===== config.mk =====
export PLATFORM = sky130hd
export DESIGN_NAME = aes_round_sched_flat
export DESIGN_NICKNAME = d
export VERILOG_FILES = /design/src/rtl/aes_pkg.sv /design/src/rtl/aes_round_sched_if.sv /design/src/rtl/aes_slot_ring.sv /design/src/rtl/aes_round_sched.sv /design/src/flat_wrapper.sv
export SDC_FILE = /design/constraint.sdc
export NUM_CORES = 1
export LEC_CHECK = 0
export ABC_AREA = 0
export ABC_CLOCK_PERIOD_IN_PS = 3100
export CAP_MARGIN = 20
export CORE_AREA = 2 2 39 41
export DETAILED_ROUTE_END_ITERATION = 8
export DIE_AREA = 0 0 41 43
export GPL_ROUTABILITY_DRIVEN = 0
export PLACE_DENSITY = 0.74
export SLEW_MARGIN = 20
export SYNTH_ARGS = -nofsm -noshare
export SYNTH_HDL_FRONTEND = slang
export SYNTH_SLANG_ARGS = --single-unit

===== constraint.sdc =====
create_clock -name clk -period 3.1 [get_ports clk]
set_input_delay 0.31 -clock clk [delete_from_list [all_inputs] [get_ports clk]]
set_output_delay 0.31 -clock clk [all_outputs]
set_load 0.05 [all_outputs]

===== src/rtl/aes_pkg.sv =====
// rtl/aes_pkg.sv - shared types, round counts and helpers for the AES round scheduler
package aes_pkg;

   typedef enum logic [1:0] {
      K128 = 2'd0,
      K192 = 2'd1,
      K256 = 2'd2
   } key_len_t;

   localparam logic [3:0] NR_128 = 4'd10;
   localparam logic [3:0] NR_192 = 4'd12;
   localparam logic [3:0] NR_256 = 4'd14;

   typedef struct packed {
      logic       occ;
      logic [3:0] r;
   } slot_t;

   typedef enum logic [2:0] {
      ACT_BUBBLE,
      ACT_LOAD,
      ACT_RECIRC,
      ACT_RETIRE,
      ACT_STALL,
      ACT_KILL
   } head_act_t;

   // The unused key_len encoding falls back to AES-128.
   function automatic logic [3:0] nr_of(input key_len_t k);
      case (k)
         K192:    return NR_192;
         K256:    return NR_256;
         default: return NR_128;
      endcase
   endfunction

endpackage


===== src/rtl/aes_round_sched_if.sv =====
// rtl/aes_round_sched_if.sv - block handshake between input FIFO, scheduler and output FIFO
interface aes_round_sched_if;

   logic i_in_valid;
   logic o_in_ready;
   logic o_out_valid;
   logic i_out_ready;

   modport master (
      output i_in_valid,
      output i_out_ready,
      input  o_in_ready,
      input  o_out_valid
   );

   modport slave (
      input  i_in_valid,
      input  i_out_ready,
      output o_in_ready,
      output o_out_valid
   );

endinterface


===== src/rtl/aes_slot_ring.sv =====
// rtl/aes_slot_ring.sv - DEPTH-entry slot shift register mirroring the datapath round loop
module aes_slot_ring
   import aes_pkg::*;
#(
   parameter int DEPTH = 1
) (
   input  logic             clk,
   input  logic             i_clr,
   input  logic             i_en,
   input  slot_t            i_tail,
   output slot_t            o_head,
   output logic [DEPTH-1:0] o_occ
);

   slot_t r_slots [DEPTH];

   always_ff @(posedge clk) begin
      if (i_clr) begin
         for (int i = 0; i < DEPTH; i++) r_slots[i] <= '0;
      end else if (i_en) begin
         r_slots[0] <= i_tail;
         for (int i = 1; i < DEPTH; i++) r_slots[i] <= r_slots[i-1];
      end
   end

   always_comb begin
      o_occ = '0;
      for (int i = 0; i < DEPTH; i++) o_occ[i] = r_slots[i].occ;
   end

   assign o_head = r_slots[DEPTH-1];

endmodule


===== src/rtl/aes_round_sched.sv =====
// rtl/aes_round_sched.sv - iterative AES round loop scheduler (load/recirculate/retire)
// Optional performance counters under AES_ROUND_SCHED_PERF_EN.
module aes_round_sched
   import aes_pkg::*;
#(
   parameter int DEPTH = 1
`ifdef AES_ROUND_SCHED_PERF_EN
   ,
   parameter int CNT_W = 16
`endif
) (
   input  logic                   clk,
   input  logic                   reset,
   input  logic [1:0]             i_key_len,
   aes_round_sched_if.slave       hs,
   output logic                   o_load,
   output logic [3:0]             o_round_idx,
   output logic                   o_last_round,
   output logic                   o_pipe_en,
   input  logic                   i_flush,
   output logic                   o_idle,
   output logic [2:0]             o_inflight
`ifdef AES_ROUND_SCHED_PERF_EN
   ,
   output logic [CNT_W-1:0]       o_blocks_done,
   output logic [CNT_W-1:0]       o_stall_cycles
`endif
);

   logic [3:0]       r_cfg_nr;
   slot_t            w_head;
   slot_t            w_tail;
   logic [DEPTH-1:0] w_occ;
   logic             w_kill;
   logic             w_done;
   logic [3:0]       w_next_r;
   logic             w_ring_en;
   head_act_t        w_act;

   aes_slot_ring #(.DEPTH(DEPTH)) u_ring (
      .clk    (clk),
      .i_clr  (w_kill),
      .i_en   (w_ring_en),
      .i_tail (w_tail),
      .o_head (w_head),
      .o_occ  (w_occ)
   );

   assign w_kill   = reset | i_flush;
   assign w_done   = w_head.occ && (w_head.r == r_cfg_nr);
   assign w_next_r = w_head.r + 4'd1;

   // A retiring head that is accepted frees the slot for a same-cycle load.
   always_comb begin
      w_act = ACT_BUBBLE;
      if (w_kill)                             w_act = ACT_KILL;
      else if (w_done && !hs.i_out_ready)     w_act = ACT_STALL;
      else if (w_head.occ && !w_done)         w_act = ACT_RECIRC;
      else if (hs.i_in_valid)                 w_act = ACT_LOAD;
      else if (w_done)                        w_act = ACT_RETIRE;
   end

   always_comb begin
      o_load        = 1'b0;
      hs.o_in_ready = 1'b0;
      o_round_idx   = 4'd0;
      o_last_round  = 1'b0;
      w_tail        = '0;
      case (w_act)
         ACT_LOAD: begin
            o_load        = 1'b1;
            hs.o_in_ready = 1'b1;
            o_round_idx   = 4'd1;
            w_tail.occ    = 1'b1;
            w_tail.r      = 4'd1;
         end
         ACT_RECIRC: begin
            o_round_idx  = w_next_r;
            o_last_round = (w_next_r == r_cfg_nr);
            w_tail.occ   = 1'b1;
            w_tail.r     = w_next_r;
         end
         default: ;
      endcase
   end

   assign hs.o_out_valid = w_done & ~w_kill;
   assign w_ring_en      = (w_act != ACT_STALL);
   assign o_pipe_en      = ~reset & w_ring_en;

   // Round count only follows the key length while the loop is empty.
   always_ff @(posedge clk) begin
      if (reset)       r_cfg_nr <= NR_128;
      else if (o_idle) r_cfg_nr <= nr_of(key_len_t'(i_key_len));
   end

   always_comb begin
      o_inflight = '0;
      for (int i = 0; i < DEPTH; i++) o_inflight = o_inflight + 3'(w_occ[i]);
   end

   assign o_idle = (o_inflight == 3'd0);

`ifdef AES_ROUND_SCHED_PERF_EN
   logic [CNT_W-1:0] r_blocks_done;
   logic [CNT_W-1:0] r_stall_cycles;

   always_ff @(posedge clk) begin
      if (w_kill) begin
         r_blocks_done  <= '0;
         r_stall_cycles <= '0;
      end else begin
         if (hs.o_out_valid && hs.i_out_ready && (r_blocks_done != '1))
            r_blocks_done <= r_blocks_done + CNT_W'(1);
         if (!o_pipe_en && (r_stall_cycles != '1))
            r_stall_cycles <= r_stall_cycles + CNT_W'(1);
      end
   end

   assign o_blocks_done  = r_blocks_done;
   assign o_stall_cycles = r_stall_cycles;
`endif

endmodule

===== src/flat_wrapper.sv =====
// flat-port wrapper written by rule: the top's interface ports become plain ports
module aes_round_sched_flat import aes_pkg::*;
#(
   parameter int DEPTH = 1

)
  (clk, reset, i_key_len, o_load, o_round_idx, o_last_round, o_pipe_en, i_flush, o_idle, o_inflight, hs_i_in_valid, hs_i_out_ready, hs_o_in_ready, hs_o_out_valid);
  aes_round_sched_if hs_i ();
  input  logic clk;
  input  logic reset;
  input  logic [1:0] i_key_len;
  output logic o_load;
  output logic [3:0] o_round_idx;
  output logic o_last_round;
  output logic o_pipe_en;
  input  logic i_flush;
  output logic o_idle;
  output logic [2:0] o_inflight;
  input wire logic [$bits(hs_i.i_in_valid)-1:0] hs_i_in_valid;
  input wire logic [$bits(hs_i.i_out_ready)-1:0] hs_i_out_ready;
  output wire logic [$bits(hs_i.o_in_ready)-1:0] hs_o_in_ready;
  output wire logic [$bits(hs_i.o_out_valid)-1:0] hs_o_out_valid;
  assign hs_i.i_in_valid = hs_i_in_valid;
  assign hs_i.i_out_ready = hs_i_out_ready;
  assign hs_o_in_ready = hs_i.o_in_ready;
  assign hs_o_out_valid = hs_i.o_out_valid;
  aes_round_sched #(.DEPTH(DEPTH)) u_core (.clk(clk), .reset(reset), .i_key_len(i_key_len), .hs(hs_i), .o_load(o_load), .o_round_idx(o_round_idx), .o_last_round(o_last_round), .o_pipe_en(o_pipe_en), .i_flush(i_flush), .o_idle(o_idle), .o_inflight(o_inflight));
endmodule

==> out/qor_table.md, run 1 <==
| Result | This run |
|:---|:---|
| Result of the run | complete, no violations |
| Insertion delay of the later-clocked pin in the worst-skew pair | 0.25 ns |
| Logic gate share of total power | 0.238 |
| Number of distinct library cell variants in the gate-level netlist after synthesis | 27 |
| Per-instance average area after synthesis | 9.50 um2 |
| Critical path capture point type | primary output |
| Number of max-slew violations in the final report | 0 |
| Fill cell total of the finished layout | 145 |
| Clock-pin slew reported for the worst setup and hold paths after clock tree synthesis | 0.05 ns |
| Die width | 41 um |
| Slew at the pin closest to its max-slew limit | 0.585 ns |
| Dpl hpwl | 877 um |
| Wire length reported by the detailed router | 1100 um |
| Sw frac | 0.288 |
| Post-layout min period | 2.69 ns |
| Share of the cycle needed by the critical path after routing | 0.866 |
| Count of input and output buffers | 17 |
| Routing usage on met1 | 0.172 |
| CTS resizes | 0 |
| CTS tree | done |
| Clock sink count | 7 |
| Buffer type at the clock tree root | clkbuf_4 |
| Global-route congestion overflow total | 0 |
| Antenna violations before repair | 0 |
| WP buf/inv | 2 |
| Effective utilization at floorplan | 0.419 |
| Htree depth | 1 |
| Prevailing post-synth register cell | edfxtp_1 |
| Sequential cell area fraction in the yosys report | 0.328 |
| Maximum VDD drop | 0.246 mV |
| Core Area | 1380 um2 |
| Final clock skew | 0.00305 ns |
| Number of placement rows | 14 |
| Met3 Resource Use GR | 0.0628 |
| Global routing usage on met2 | 0.209 |
| Endpoints failing hold | 0 |
| Post-synth ARST share | 0 |
| WP data required | 2.79 ns |
| Total of endpoints with negative setup slack in the final report | 0 |
| Data arrival time of the critical path | 2.38 ns |
| Cells after synthesis | 61 |
| Path category of the worst min-delay check | flip-flop to flip-flop |
| Total of warnings raised by yosys | 0 |
| Highest clock rate | 372 MHz |
| Hold buffer count at CTS | 0 |
| Dominant delay contributor by cell family on the critical path | buffers and inverters |
| Number of DRC markers after the initial detailed-route iteration | 8 |
| Synth Cell Area | 579 um2 |
| Max Cap Viol | 0 |
| Wire length of the first global-routing pass | 1660 um |
| Headroom to the max-slew limit | 0.608 |
| # diodes | 0 |
| Design Power | 249 uW |
| Total Negative Setup Slacks | 0 ns |
| Leading cell type in the layout, fill and taps excluded | clkdlybuf4s50_1 |
| P_sw | 71.9 uW |
| Type of origin of the critical path | input pin |
| Final Net Count | 84 |
| Cell area reported after detailed placement | 706 um2 |
| Clock Power Share | 0.325 |
| Remaining number of nets flagged by the antenna check after routing | 0 |
| Part of the power in registers | 0.437 |
| Standby leakage power | 0.000262 uW |
| Slowest CP cell | clkdlybuf4s50_1 |
| Share of post-route cells with drive strength above 1 | 0.135 |
| PD cells | 341 nW/um2 |
| First drt pass iteration count | 4 |
| Non-Filler Cell Area, Final | 732 um2 |
| Wire length per cell | 12.3 um |
| Vias after detailed routing | 473 |
| Highest-count cells in the layout ignoring fill and taps | clkdlybuf4s50_1 (16), edfxtp_1 (5), nor2_1 (4), nand2b_1 (4), nor3_1 (4) |
| Number of buffers created by CTS | 3 |
| Number of buffers added for setup after CTS | 0 |
| Area added between synthesis and finish | 26.3% |
| Overall routing resource usage | 0.136 |
| Synthesis-stage register bit count | 7 |
| Number of flops mapped to enable cells by yosys | 5 |
| Die Outline Area | 1760 um2 |
| Maximum count of clock buffers along a single path | 2 |
| Internal Power | 178 uW |
| Pin count of the biggest net entering global routing | 11 |
| Critical path class | input pin to primary output |
| Via count of the first global-routing pass | 426 |
| Ratio of routed vias to standard cells | 5.26 |
| Worst stage delay on the critical path | 0.83 ns |
| Routing layer with the top usage in global route | met2 |
| Setup repair after global routing missed its margin | false |
| Cells along the critical path | clkdlybuf4s50_1 > nor2_1 > nand2_2 > nor3b_1 > clkdlybuf4s50_1 |
| Library cell appearing most often on the critical path | clkdlybuf4s50_1 |
| Number of remaining DRC errors | 0 |
| Total I/O pin count | 20 |
| Die height | 43 um |
| Crit path max fanout | 9 |
-- sequential cells by signal, summed over array words and instances (netlist names) --
register               count
u_core.u_ring.r_slots      5
u_core.r_cfg_nr            2
-- worst register-to-register path, cell delays in order, from the launching register on --
cell and delay [ns]:
edfxtp_1 0.50, nand2b_1 0.22, nor3_2 0.50, nand4_1 0.37
-- cell families (layout without fill, tap and decap cells) --
logic type / after synthesis / count (layout) / share of synthesized area
simple gates: 25 / 25 / 0.263
flops: 7 / 7 / 0.328
compound gates: 8 / 8 / 0.0929
xor+xnor: 6 / 6 / 0.134
buf+inv: 12 / 24 / 0.132
other cells: 1 / 2 / 0.00647
fa+ha+maj: 2 / 2 / 0.0432
-- final timing paths --
kind	from	to	slack (ns)	cells past startpoint
max	reset	o_round_idx[1]	0.41	5
min	u_core.r_cfg_nr[2]$_SDFFE_PP0N_	u_core.r_cfg_nr[2]$_SDFFE_PP0N_	0.56	2
max reg2reg	u_core.u_ring.r_slots[0][0]$_SDFFCE_PN0P_	u_core.u_ring.r_slots[0][1]$_SDFFCE_PN0P_	1.17	3
min reg2reg	u_core.r_cfg_nr[2]$_SDFFE_PP0N_	u_core.r_cfg_nr[2]$_SDFFE_PP0N_	0.56	2
-- synth_stat cells, types with 2 or more instances --
| master | instances | area share |
|---|---|---|
| a21oi_1 | 2 | 0.017 |
| a32o_1 | 2 | 0.035 |
| buf_4 | 8 | 0.10 |
| dfxtp_1 | 2 | 0.069 |
| edfxtp_1 | 5 | 0.26 |
| ha_1 | 2 | 0.043 |
| inv_1 | 3 | 0.019 |
| nand2b_1 | 4 | 0.043 |
| nand3_1 | 3 | 0.026 |
| nor2_1 | 4 | 0.026 |
| nor3_1 | 4 | 0.035 |
| nor3_2 | 2 | 0.035 |
| nor3b_1 | 2 | 0.026 |
| nor4_1 | 2 | 0.022 |
| o21ai_0 | 2 | 0.017 |
| xnor2_1 | 2 | 0.030 |
| xor2_1 | 2 | 0.030 |
-- per-stage QoR --
step	instances	hold slack [ns]	utilization	worst slack, ns
finish	90	0.557	0.529	0.415
global route	90	0.634	0.529	0.266
detailed placement	86	0.556	0.510	0.435
CTS	90	0.566	0.529	0.422
floorplan	62	0.382	-	0.320
global placement	86	0.563	0.510	0.468
-- metal layers --
metal  part of all wire  wire [um]
met5                  0          0
met4                  0          0
met3              0.080         88
met2               0.48        535
met1               0.43        480
-- power groups by stage --
stage          Sequential [uW]  Clock [uW]  Combinational (uW)
6_report                   109        81.1                59.4
2_1_floorplan              108           0                46.8
5_1_grt                    110        90.1                63.4
3_3_place_gp               111           0                59.1
3_5_place_dp               111           0                59.4
4_1_cts                    109        84.1                59.7
-- final cells by class --
type	instances	area (um2)	share of cell area
clock buffers	4	26.3	0.0359
inverters	3	11.3	0.0154
multi-input cells	43	317	0.432
flip-flops and latches	7	190	0.260
well taps	16	20.0	0.0274
repair buffers	17	168	0.229
Note: power is estimated with default switching activity, not from simulation.
==> inputs of run 2 (changes only) <==
- CTS_CLUSTER_SIZE: default -> 8
==> results of run 2 <==
No change in the layout: final DEF, timing and power equal those of run 1.
==> edit: new RTL, config.mk and constraints of run 2 <==
Register the input `i_key_len` before use, with the module's reset. The logic sees it one clock later. The other inputs are not delayed to match.
--- a/src/rtl/aes_round_sched.sv
+++ b/src/rtl/aes_round_sched.sv
@@ -26,6 +26,16 @@
    output logic [CNT_W-1:0]       o_stall_cycles
 `endif
 );
+
+   logic [1:0] i_key_len_q;
+
+   always_ff @(posedge clk) begin
+      if (reset) begin
+         i_key_len_q <= '0;
+      end else begin
+         i_key_len_q <= i_key_len;
+      end
+   end
 
    logic [3:0]       r_cfg_nr;
    slot_t            w_head;
@@ -91,7 +101,7 @@
    // Round count only follows the key length while the loop is empty.
    always_ff @(posedge clk) begin
       if (reset)       r_cfg_nr <= NR_128;
-      else if (o_idle) r_cfg_nr <= nr_of(key_len_t'(i_key_len));
+      else if (o_idle) r_cfg_nr <= nr_of(key_len_t'(i_key_len_q));
    end
 
    always_comb begin
Formal check against the unedited RTL: not equivalent (a bounded check fails within 10 cycles, from zero or initial values and one cycle with reset high).
==> edit against run 2 <==
Total power up 14%. Synthesized area grew 2.2%. Worst setup slack worse by 0.034 ns. Sequential share of layout area grew 5.2 points. Design area rose by 1.0%. Sequential cell count up 2. Non-clock buffer count unchanged. Global-route usage grew 1.7 points. Hold slack got worse by 0.0016 ns. Routed wire length fell by 3.1%. Largest cell class unchanged.
==> edit: results <==
metrics = {
    "run_status": {
        "outcome": "finished, final reports clean",
    },
    "routing": {
        "met2_length_um": 478,
        "top_layer": "met4",
        "vias_per_cell": 4.93,
        "wl_met1_um": 508,
        "wl_met3_um": 60,
    },
    "clocking": {
        "worst_skew_pair.late_latency_ns": 0.27,
    },
    "timing": {
        "finalWorstSetupSlack_ns": 0.380,
        "worst_pin_slew_ns": 0.637,
    },
    "final_layout": {
        "drive_above_1_share_pct": 5.00,
        "layout.comb_gates.multi_input": 46,
        "final_cells": 96,
        "fin_nets": 90,
        "clkCellAreaFrac_pct": 3.55,
        "area_share_nonclk_buffers_pct": 22.7,
        "multi_input_area_share_pct": 37.9,
        "fill_cells": 136,
        "multi_input_area_sq_um": 280,
        "regArea_sq_um": 230,
        "seq_cells": 9,
        "inv_count": 4,
    },
    "setup_path": {
        "r2r_setup_slack_ns": 1.21,
        "path_max_fanout": 8,
        "cp.arrival_ns": 2.41,
    },
    "synthesis": {
        "synth-adder-area-share_pct": 4.23,
        "yosysSeqAreaShare_pct": 38.9,
        "yosys.cell_types.count": 25,
        "synth-compound-area-share_pct": 9.30,
        "synth_cells": 68,
        "synth_xor_area_share_pct": 8.88,
        "netlist_top_cells_count": "buf_4, nor2_1, edfxtp_1, nand2_1",
        "synth_area_leaders": "edfxtp_1, dfxtp_1, buf_4",
    },
    "place": {
        "post_dp_cell_area_sq_um": 713,
        "dpl.hpwl_um": 835,
        "place_ws_ns": 0.479,
        "dp_cells": 92,
    },
    "global_routing": {
        "grt_pass1_wl_mm": 1.74,
        "gr-usage-met1_pct": 20.9,
        "grt_util_all_layers_pct": 15.2,
        "use_met3_pct": 4.71,
        "grt_pass1_vias": 427,
        "grt_use_met2_pct": 19.7,
    },
    "pwr": {
        "p_int_mw": 0.202,
        "ir_drop_v": 0.000217,
        "p_leak_nw": 0.288,
        "power.density_mw_per_mm2": 385,
        "seqPwrFrac_pct": 47.4,
    },
    "floorplanning": {
        "fp.dieW_um": 41,
    },
}
## edit: cell types whose count changed in the layout (fill, tap and decap cells not counted), moves of 2 or more
cell,change
dfxtp_1,+2
nand2_1,+5
o2bb2ai_1,+2
and3_1,+2
nor3_2,-2
nor2_1,+4
a32o_1,-2
nor2b_1,+2
or3_1,+2
nor3_1,-4
## edit: cell families after synthesis
| family | Yosys count |
|---|---|
| AND/OR/NAND/NOR | 28 |
| other | 1 |
| AO/OA/AOI/OAI | 8 |
| XOR/XNOR | 6 |
| buffers and inverters | 14 |
| flip-flops | 9 |
| adder cells (fa/ha/maj) | 2 |
## edit: path summary, 6_finish.rpt
| check | startpoint | endpoint | cells after the start |
|---|---|---|---|
| min reg2reg | u_core.r_cfg_nr[2] | u_core.r_cfg_nr[2] | 2 |
| max reg2reg | u_core.u_ring.r_slots[0][1] | u_core.u_ring.r_slots[0][1] | 3 |
| min | u_core.r_cfg_nr[2] | u_core.r_cfg_nr[2] | 2 |
| max | u_core.u_ring.r_slots[0][1] | o_load | 4 |
